===== config.mk =====
export PLATFORM = sky130hd
export DESIGN_NAME = gpu_pixel_writer_flat
export DESIGN_NICKNAME = d
export VERILOG_FILES = /design/src/rtl/gpu_pixel_writer_pkg.sv /design/src/rtl/gpu_pixel_writer_if.sv /design/src/rtl/gpu_pixel_writer_fifo.sv /design/src/rtl/gpu_pixel_writer.sv /design/src/flat_wrapper.sv
export SDC_FILE = /design/constraint.sdc
export NUM_CORES = 1
export LEC_CHECK = 0
export CAP_MARGIN = 20
export CORE_UTILIZATION = 38
export CTS_BUF_LIST = sky130_fd_sc_hd__clkbuf_4
export DETAILED_ROUTE_END_ITERATION = 16
export GPL_TIMING_DRIVEN = 0
export PLACE_DENSITY = 0.56
export SYNTH_ARGS = -nofsm -noshare
export SYNTH_HDL_FRONTEND = slang
export SYNTH_SLANG_ARGS = --single-unit
export TNS_END_PERCENT = 50

===== constraint.sdc =====
create_clock -name clk -period 2.9 [get_ports clk]
set_clock_uncertainty 0.1 [all_clocks]
set_input_delay 0.29 -clock clk [delete_from_list [all_inputs] [get_ports clk]]
set_output_delay 0.29 -clock clk [all_outputs]
set_load 0.1 [all_outputs]

===== src/rtl/gpu_pixel_writer_pkg.sv =====
// Shared definitions for the pixel writer and later raster stages: framebuffer
// geometry, pixel/word structs, writer FSM states and the address helper.
package gpu_pkg;

  localparam int WIDTH        = 640;
  localparam int HEIGHT       = 480;
  localparam int WIDTH_BITS   = 10;
  localparam int HEIGHT_BITS  = 9;
  localparam int CHANNEL_BITS = 8;
  localparam int ADDR_BITS    = 19;

  typedef struct packed {
    logic [WIDTH_BITS-1:0]   x;
    logic [HEIGHT_BITS-1:0]  y;
    logic [CHANNEL_BITS-1:0] r;
    logic [CHANNEL_BITS-1:0] g;
    logic [CHANNEL_BITS-1:0] b;
  } pixel_t;

  typedef struct packed {
    logic [CHANNEL_BITS-1:0] r;
    logic [CHANNEL_BITS-1:0] g;
    logic [CHANNEL_BITS-1:0] b;
  } fb_word_t;

  typedef struct packed {
    logic [ADDR_BITS-1:0] addr;
    fb_word_t             data;
  } fifo_entry_t;

  typedef enum logic {
    IDLE  = 1'b0,
    WRITE = 1'b1
  } writer_state_t;

  // Raw linear address; out-of-range coordinates alias rather than saturate.
  function automatic logic [ADDR_BITS-1:0] pixel_addr(
    input logic [WIDTH_BITS-1:0]  x,
    input logic [HEIGHT_BITS-1:0] y
  );
    return ADDR_BITS'(y) * ADDR_BITS'(WIDTH) + ADDR_BITS'(x);
  endfunction

endpackage


===== src/rtl/gpu_pixel_writer_if.sv =====
// Pixel-in / SRAM-write-out bundle of the pixel writer. Both sides use
// valid/ready-style handshakes: a pixel moves on a rising edge with
// pix_valid_i && pix_ready_o; a write completes on a rising edge with
// mem_req_o && mem_ack_i, and addr/wdata stay stable while req waits for ack.
interface gpu_pixel_writer_if;
  import gpu_pkg::*;

  logic                      pix_valid_i;
  logic                      pix_ready_o;
  logic [WIDTH_BITS-1:0]     x_i;
  logic [HEIGHT_BITS-1:0]    y_i;
  logic [CHANNEL_BITS-1:0]   r_i;
  logic [CHANNEL_BITS-1:0]   g_i;
  logic [CHANNEL_BITS-1:0]   b_i;
  logic                      mem_req_o;
  logic [ADDR_BITS-1:0]      mem_addr_o;
  logic [3*CHANNEL_BITS-1:0] mem_wdata_o;
  logic                      mem_ack_i;

  // Environment view: rasterizer plus SRAM controller.
  modport master (
    output pix_valid_i, x_i, y_i, r_i, g_i, b_i, mem_ack_i,
    input  pix_ready_o, mem_req_o, mem_addr_o, mem_wdata_o
  );

  // Writer view.
  modport slave (
    input  pix_valid_i, x_i, y_i, r_i, g_i, b_i, mem_ack_i,
    output pix_ready_o, mem_req_o, mem_addr_o, mem_wdata_o
  );
endinterface


===== src/rtl/gpu_pixel_writer_fifo.sv =====
// Generic synchronous FIFO (power-of-two depth) with first-word-fall-through
// head, push/pop/full/empty/count. Push when full and pop when empty are ignored.
module gpu_pixel_fifo #(
  parameter int W     = 8,
  parameter int DEPTH = 4
) (
  input  logic                     clk,
  input  logic                     n_rst,
  input  logic                     push,
  input  logic                     pop,
  input  logic [W-1:0]             wdata,
  output logic [W-1:0]             rdata,
  output logic                     full,
  output logic                     empty,
  output logic [$clog2(DEPTH):0]   count
);
  localparam int PW = $clog2(DEPTH);
  localparam int CW = PW + 1;
  localparam logic [CW-1:0] DEPTH_C = CW'(DEPTH);

  logic [W-1:0]  mem [DEPTH];
  logic [PW-1:0] wr_ptr, rd_ptr;
  logic [CW-1:0] cnt;
  logic          do_push, do_pop;

  assign full    = (cnt == DEPTH_C);
  assign empty   = (cnt == '0);
  assign count   = cnt;
  assign rdata   = mem[rd_ptr];
  assign do_push = push && !full;
  assign do_pop  = pop && !empty;

  // Pointers are exactly PW bits wide, so they wrap modulo DEPTH by themselves.
  always_ff @(posedge clk or negedge n_rst) begin
    if (!n_rst) begin
      wr_ptr <= '0;
      rd_ptr <= '0;
      cnt    <= '0;
    end else begin
      if (do_push) wr_ptr <= wr_ptr + 1'b1;
      if (do_pop)  rd_ptr <= rd_ptr + 1'b1;
      cnt <= cnt + CW'(do_push) - CW'(do_pop);
    end
  end

  always_ff @(posedge clk) begin
    if (do_push) mem[wr_ptr] <= wdata;
  end

endmodule


===== src/rtl/gpu_pixel_writer.sv =====
// Turns rasterizer (x, y, colour) pixels into framebuffer SRAM writes via a small
// FIFO and a req/ack port. Optional GPU_PIXEL_CLIP_EN drops off-screen pixels.
module gpu_pixel_writer
  import gpu_pkg::*;
#(
  parameter int FIFO_DEPTH = 4
) (
  input  logic                clk,
  input  logic                n_rst,
  gpu_pixel_writer_if.slave   bus,
  output logic                busy_o,
  output writer_state_t       state_dbg
`ifdef GPU_PIXEL_CLIP_EN
  ,
  output logic [15:0]         clip_cnt_o
`endif
);
  localparam int CW = $clog2(FIFO_DEPTH) + 1;

  pixel_t        pix_in;
  fifo_entry_t   push_entry, head;
  logic          hs, push_fifo, pop;
  logic          fifo_full, fifo_empty;
  logic [CW-1:0] fifo_count, count_nxt;

  writer_state_t state_q, state_nxt;
  logic          req_q, req_nxt, busy_q;
  logic [ADDR_BITS-1:0]      addr_q;
  logic [3*CHANNEL_BITS-1:0] wdata_q;

  always_comb begin
    pix_in          = '{x: bus.x_i, y: bus.y_i, r: bus.r_i, g: bus.g_i, b: bus.b_i};
    push_entry.addr = pixel_addr(pix_in.x, pix_in.y);
    push_entry.data = '{r: pix_in.r, g: pix_in.g, b: pix_in.b};
  end

  assign bus.pix_ready_o = !fifo_full;
  assign hs              = bus.pix_valid_i && bus.pix_ready_o;

`ifdef GPU_PIXEL_CLIP_EN
  logic        in_range;
  logic [15:0] clip_cnt_q;

  assign in_range  = (bus.x_i < WIDTH_BITS'(WIDTH)) && (bus.y_i < HEIGHT_BITS'(HEIGHT));
  assign push_fifo = hs && in_range;

  // Off-screen pixels complete their handshake but only bump the counter.
  always_ff @(posedge clk or negedge n_rst) begin
    if (!n_rst)                                 clip_cnt_q <= '0;
    else if (hs && !in_range && clip_cnt_q != 16'hFFFF) clip_cnt_q <= clip_cnt_q + 16'd1;
  end
  assign clip_cnt_o = clip_cnt_q;
`else
  assign push_fifo = hs;
`endif

  gpu_pixel_fifo #(
    .W     ($bits(fifo_entry_t)),
    .DEPTH (FIFO_DEPTH)
  ) u_fifo (
    .clk   (clk),
    .n_rst (n_rst),
    .push  (push_fifo),
    .pop   (pop),
    .wdata (push_entry),
    .rdata (head),
    .full  (fifo_full),
    .empty (fifo_empty),
    .count (fifo_count)
  );

  always_ff @(posedge clk or negedge n_rst) begin
    if (!n_rst) state_q <= IDLE;
    else        state_q <= state_nxt;
  end

  always_comb begin
    state_nxt = state_q;
    case (state_q)
      IDLE:    if (!fifo_empty) state_nxt = WRITE;
      WRITE:   if (bus.mem_ack_i && fifo_empty) state_nxt = IDLE;
      default: state_nxt = IDLE;
    endcase
  end

  // Popping always coincides with loading the head into the output register.
  always_comb begin
    pop     = 1'b0;
    req_nxt = req_q;
    case (state_q)
      IDLE: begin
        if (!fifo_empty) begin
          pop     = 1'b1;
          req_nxt = 1'b1;
        end
      end
      WRITE: begin
        if (bus.mem_ack_i) begin
          if (!fifo_empty) pop = 1'b1;
          else             req_nxt = 1'b0;
        end
      end
      default: begin
        pop     = 1'b0;
        req_nxt = 1'b0;
      end
    endcase
  end

  assign count_nxt = fifo_count + CW'(push_fifo) - CW'(pop);

  always_ff @(posedge clk or negedge n_rst) begin
    if (!n_rst) begin
      req_q   <= 1'b0;
      addr_q  <= '0;
      wdata_q <= '0;
      busy_q  <= 1'b0;
    end else begin
      req_q  <= req_nxt;
      busy_q <= (count_nxt != '0) || req_nxt;
      if (pop) begin
        addr_q  <= head.addr;
        wdata_q <= head.data;
      end
    end
  end

  assign bus.mem_req_o   = req_q;
  assign bus.mem_addr_o  = addr_q;
  assign bus.mem_wdata_o = wdata_q;
  assign busy_o          = busy_q;
  assign state_dbg       = state_q;

endmodule

===== src/flat_wrapper.sv =====
// flat-port wrapper written by rule: the top's interface ports become plain ports
module gpu_pixel_writer_flat import gpu_pkg::*;
#(
  parameter int FIFO_DEPTH = 4
)
  (clk, n_rst, busy_o, state_dbg, bus_pix_valid_i, bus_x_i, bus_y_i, bus_r_i, bus_g_i, bus_b_i, bus_mem_ack_i, bus_pix_ready_o, bus_mem_req_o, bus_mem_addr_o, bus_mem_wdata_o);
  gpu_pixel_writer_if bus_i ();
  input  logic clk;
  input  logic n_rst;
  output logic busy_o;
  output writer_state_t state_dbg;
  input wire logic [$bits(bus_i.pix_valid_i)-1:0] bus_pix_valid_i;
  input wire logic [$bits(bus_i.x_i)-1:0] bus_x_i;
  input wire logic [$bits(bus_i.y_i)-1:0] bus_y_i;
  input wire logic [$bits(bus_i.r_i)-1:0] bus_r_i;
  input wire logic [$bits(bus_i.g_i)-1:0] bus_g_i;
  input wire logic [$bits(bus_i.b_i)-1:0] bus_b_i;
  input wire logic [$bits(bus_i.mem_ack_i)-1:0] bus_mem_ack_i;
  output wire logic [$bits(bus_i.pix_ready_o)-1:0] bus_pix_ready_o;
  output wire logic [$bits(bus_i.mem_req_o)-1:0] bus_mem_req_o;
  output wire logic [$bits(bus_i.mem_addr_o)-1:0] bus_mem_addr_o;
  output wire logic [$bits(bus_i.mem_wdata_o)-1:0] bus_mem_wdata_o;
  assign bus_i.pix_valid_i = bus_pix_valid_i;
  assign bus_i.x_i = bus_x_i;
  assign bus_i.y_i = bus_y_i;
  assign bus_i.r_i = bus_r_i;
  assign bus_i.g_i = bus_g_i;
  assign bus_i.b_i = bus_b_i;
  assign bus_i.mem_ack_i = bus_mem_ack_i;
  assign bus_pix_ready_o = bus_i.pix_ready_o;
  assign bus_mem_req_o = bus_i.mem_req_o;
  assign bus_mem_addr_o = bus_i.mem_addr_o;
  assign bus_mem_wdata_o = bus_i.mem_wdata_o;
  gpu_pixel_writer #(.FIFO_DEPTH(FIFO_DEPTH)) u_core (.clk(clk), .n_rst(n_rst), .bus(bus_i), .busy_o(busy_o), .state_dbg(state_dbg));
endmodule

**Word-level counts from Yosys, hierarchy flattened**

Memories as Yosys holds them, arrays and structs flattened. A register that Yosys moved wholly into a read port is not among the register bits.
Cells that the tools add are included.

- Bits in registers: 10
- Bits in writable memories: 172
- Output and inout bits: 47
- Word-level logic and storage cells: 38
- Memories kept: 1

Memory list:

| memory | depth | bits a word | rd ports | clocked after memory_dff | write ports | line | source |
|---|---|---|---|---|---|---|---|
| u_core.u_fifo.mem | 4 | 43 | 1 | 1 | 1 | gpu_pixel_writer_fifo.sv:21 | `logic [W-1:0] mem [DEPTH];` |

- Add/subtract/negate cells: 7
- Multiply operators: 1
- Equal/unequal tests: 1
- Multiplexer cells: 11
- Bitwise operators: 1
- Reductions and logical operators: 10

Operators with widths:

| cell | count |
|---|---|
| 19-bit by 10-bit adder with 19-bit output | 1 |
| 9-bit by 3-bit multiplier with 12-bit output (second input constant) | 1 |
| 1-bit 2-to-1 mux | 8 |
| 3-bit by 1-bit adder with 3-bit output | 2 |
| 1-bit one-hot mux with 2 select lines | 3 |
| 3-bit by 1-bit subtractor with 3-bit output | 2 |
| 2-bit by 1-bit adder with 2-bit output (second input constant) | 2 |
| 1-bit logical AND | 4 |
| 3-bit equality test (second input constant) | 1 |
| 1-bit zero test | 3 |
| 3-bit zero test | 1 |
| 3-bit nonzero test | 1 |
| 1-bit logical OR | 1 |
| 1-bit inverter | 1 |

**Depth between registers and ports, before layout**

- Word-level depth: 7
- Mapped depth: 10
- Depth with buffers taken out: 10

**Cells and area by module**

Synthesis repeated with hierarchy kept, for this count alone.

- Cells, all modules: 450
- Area total of the unflattened synthesis: 9122.5 sq um

By module, submodules not included:

| module | times used | cells an instance | area an instance (sq um) |
|---|---|---|---|
| gpu_pixel_fifo | 1 | 266 | 6731.5 |
| gpu_pixel_writer | 1 | 184 | 2391.0 |

**Worst setup path after synthesis**

Ideal clock, no wire load.

- Path type: flip-flop to flip-flop
- Start: register u_core.u_fifo.cnt[1] (netlist: u_core.u_fifo.count[1])
- End: register u_core.busy_q (netlist: u_core.busy_o)
- Arrival: 2.932 ns
- Setup slack: -0.270 ns
- Stages on the path, launching flop included: 10
- Path buffers: 0
- Period minus slack after synthesis: 3.170 ns
- Cell sequence: dfrtp_1 nor2_1 nand2_1 and2_1 inv_1 ha_1 inv_1 ha_1 fa_1 or4_1

- Word-level cells in the longest chain between the ends: 7

RTL lines:

| element | line | source |
|---|---|---|
| start: declaration | gpu_pixel_writer_fifo.sv:23 | `logic [CW-1:0] cnt;` |
| start signal: assignment | gpu_pixel_writer_fifo.sv:42 | `cnt <= cnt + CW'(do_push) - CW'(do_pop);` |
| 3-bit equality test | gpu_pixel_writer_fifo.sv:26 | `assign full = (cnt == DEPTH_C);` |
| 1-bit zero test | gpu_pixel_writer.sv:37 | `assign bus.pix_ready_o = !fifo_full;` |
| via bus_pix_ready_o | flat_wrapper.sv:19 | `output wire logic [$bits(bus_i.pix_ready_o)-1:0] bus_pix_ready_o;` |
| 1-bit logical AND | gpu_pixel_writer.sv:38 | `assign hs = bus.pix_valid_i && bus.pix_ready_o;` |
| 3-bit by 1-bit adder with 3-bit output | gpu_pixel_writer.sv:110 | `assign count_nxt = fifo_count + CW'(push_fifo) - CW'(pop);` |
| 3-bit by 1-bit subtractor with 3-bit output | gpu_pixel_writer.sv:110 |  |
| 3-bit nonzero test | gpu_pixel_writer.sv:120 | `busy_q <= (count_nxt != '0) \|\| req_nxt;` |
| 1-bit logical OR | gpu_pixel_writer.sv:120 |  |
| end signal: assignment | gpu_pixel_writer.sv:120 |  |
| end: declaration | gpu_pixel_writer.sv:27 | `logic req_q, req_nxt, busy_q;` |

The timed path passes the listed nets, and every way through them passes these cells.
A chain may end at the register's enable or synchronous reset.

**Worst setup path in the final report**

- Start: register u_core.u_fifo.cnt[0] (netlist: u_core.u_fifo.count[0])
- End: output bus_pix_ready_o

- Word-level cells in the longest chain between the ends: 2

RTL lines:

| element | line |
|---|---|
| 3-bit equality test | gpu_pixel_writer_fifo.sv:26 |
| 1-bit zero test | gpu_pixel_writer.sv:37 |
| end: declaration | flat_wrapper.sv:19 |

Every way passes these cells.

==> impl_metrics.tcl <==
set metrics [dict create \
    ys_async_sr_fraction_pct 23.6 \
    layout-drive-gt1-share_pct 32.3 \
    clk_pin_slew_worst_paths_ns 0.07 \
    critPathCaptureType "output port" \
    die_area_um2 24200 \
    die_x_um 156 \
    dr.pass1.iters 4 \
    synth_area_um2 8980 \
    yosysWarnings 0 \
    nets 669 \
    r2r-start "u_core.u_fifo.count[2]$_DFF_PN0_" \
    grt_pass1_wl_um 27000 \
    critPathMaxFanout 6 \
    period_share_pct 96.3 \
    critical-path-top-delay-family "buffers and inverters" \
    wire_per_inst_um 18.1 \
    yosysSeqAreaShare_pct 72.3 \
    core_um2 22900 \
    syn_inst 437 \
    cts_buffer_depth 3 \
    maxSlewHeadroom_pct 29.9 \
    numCtsBuffers 55 \
    htreeDepth 2 \
    fillers 1981 \
    die-height_um 156 \
    placed_cell_area_um2 10400 \
    gp_congestion 0.753 \
    setup_viol 0 \
    syn_area_per_cell_um2 20.5 \
    crit_chain "nor2_1 > nand2_2 > clkdlybuf4s50_1" \
    crit_required_ns 2.51 \
    most-common-layout-cells "edfxtp_1, clkdlybuf4s50_1, clkbuf_4, dfrtp_1" \
    cts_sinks 225 \
    core.rowCount 55 \
    max_stage_delay_ns 1.15 \
    synth_mux_area_share_pct 16.2 \
    clk_latency_ns 0.64 \
    hp-class "primary input to flop" \
    cp.arrival_ns 2.40 \
    crit_type "flop to output port" \
    synth_edf_count 172 \
    hold_viol_final 0 \
    cts_root_buf "clkbuf_4" \
    ios 94 \
    cts_tree "yes" \
    status "complete, no violations" \
    pre_cts_ws_ns -0.668 \
    cpMaxStageDelayCell "clkdlybuf4s50_1" \
    initial_core_util_pct 39.2 \
    slew_viol_final 0 \
    max_freq_ghz 0.358 \
    routed_wl_um 17100 \
    synth_ff_type "edfxtp_1" \
    vias 4515 \
    synth_seq_cells 225 \
    antenna_found_initial 1 \
    synth_xor_area_share_pct 2.12 \
    grt_pass1_vias 5020 \
    yosysUniqueCellTypes 37 \
    tns_ns 0 \
    worstSetupStartpoint "u_core.u_fifo.count[0]$_DFF_PN0_" \
    setup_ws_ns 0.107 \
    post-route-cell-area_um2 11100 \
    synth_compound_area_share_pct 1.64 \
    gr-usage-all-layers_pct 15.0 \
    first_iter_violations 154 \
    synthToLayoutAreaGrowth_pct 23.9 \
    vias_per_cell 4.76 \
    port_buffers 93 \
    grt_setup_unrepaired "false" \
    syn-num-nets 513 \
    worst_pin_slew_ns 1.05 \
    dp.cells 847 \
    final_cells 948 \
    yosys.area_share.adder_pct 4.38 \
    synth-simple-area-share_pct 1.77 \
    overflow 0 \
    period_minus_slack_ns 2.79 \
    final_common_cell "edfxtp_1" \
    synth_top_family_by_area "multiplexers" \
    start_kind "flop" \
    drc 0 \
    grt_max_degree 54 \
    drv_cap 0 \
    hold_start "bus_mem_ack_i" \
    critPathBufInv 1 \
    dp_hpwl_um 10700 \
    ant_nets 0 \
    r2r_slack_ns 0.16 \
]
## cell usage after synthesis, types with 3 or more instances
library cell	n	share of area, %
xor2_1	8	0.78
edfxtp_1	172	58
buf_6	4	0.50
o21ai_1	4	0.22
buf_2	6	0.33
xnor2_1	10	0.98
fa_1	4	0.89
nand4_1	3	0.21
a21o_1	5	0.42
nand2_1	6	0.25
nor2_1	7	0.29
ha_1	25	3.5
inv_1	14	0.59
dfrtp_1	53	15
clkbuf_1	3	0.13
and3_1	4	0.28
mux4_2	43	11
mux2_2	43	5.4
a21oi_1	4	0.22
## sequential cells by signal (all words and copies together) (netlist names)
name,flops
u_core.bus.mem_addr_o,19
u_core.bus.mem_req_o,1
u_core.bus.mem_wdata_o,24
u_core.busy_o,1
u_core.state_dbg,1
u_core.u_fifo.count,3
u_core.u_fifo.mem,172
u_core.u_fifo.rd_ptr,2
u_core.u_fifo.wr_ptr,2
## per-layer routing
metal  wire, um  vias to the layer above  part of all wire, %  GRT usage (%)
met5          0                        -                    0              0
met1       6970                     2316                   41           17.7
met2       8910                      104                   52           26.0
met3        984                       27                  5.7           4.31
li1           -                     2068                    -              -
met4        280                        0                  1.6           5.60
## area by class of cell
type,instances,area [um2],area share [%]
well taps,313,392,3.52
repair buffers,99,1030,9.22
multi-input cells,184,2360,21.2
flip-flops and latches,225,6490,58.4
diodes,1,2.50,0.0225
plain buffers,14,90.1,0.810
inverters,14,52.6,0.472
clock inverters,7,26.3,0.236
clock buffers,91,683,6.14
## worst reg2reg max path: cells and delay by family, from the launching register on
family / cells / cell delay [ns]
DFF: 1 / 0.42
AOI/OAI and AO/OA: 1 / 0.05
and+or+nand+nor: 2 / 0.89
adders and majority gates: 3 / 0.89
buffers and inverters: 2 / 0.26
## worst paths after layout
| check | to | cells after the start |
|---|---|---|
| worst max-delay path | bus_pix_ready_o | 3 |
| worst min-delay path | u_core.state_dbg$_DFF_PN0_ | 2 |
| worst max register to register | u_core.busy_o$_DFF_PN0_ | 8 |
| worst min register to register | u_core.bus.mem_wdata_o[2]$_DFFE_PN0P_ | 1 |
| max in group asynchronous | u_core.state_dbg$_DFF_PN0_ | 2 |
| min in group asynchronous | u_core.bus.mem_wdata_o[9]$_DFFE_PN0P_ | 2 |
## what timing repair did
item / 4_1_cts / 5_1_grt
gates resized for setup: 1 / 0
buffers inserted: 1 / 0
endpoints found under the hold margin: 53 / 0
endpoints found under the setup margin: 1 / 0
hold buffers: 1 / 0
## cell families (layout without fill, tap and decap cells)
group,after synthesis,in the layout
xor+xnor,20,20
fa+ha+maj,29,29
mux,86,86
buf+inv,28,225
compound gates,20,20
flops,225,225
other cells,0,1
simple gates,29,29
## stage by stage
| stage | hold slack [ns] | utilization [%] |
|---|---|---|
| 2_1_floorplan | -0.106 | - |
| 3_3_place_gp | 0.390 | 45.0 |
| 3_5_place_dp | 0.357 | 45.3 |
| 4_1_cts | 0.0487 | 48.5 |
| 5_1_grt | 0.0819 | 48.5 |
| 6_report | 0.122 | 48.5 |
Power is not shown: default switching activity piles up to over one toggle a cycle in this logic, so the estimate is an artifact.
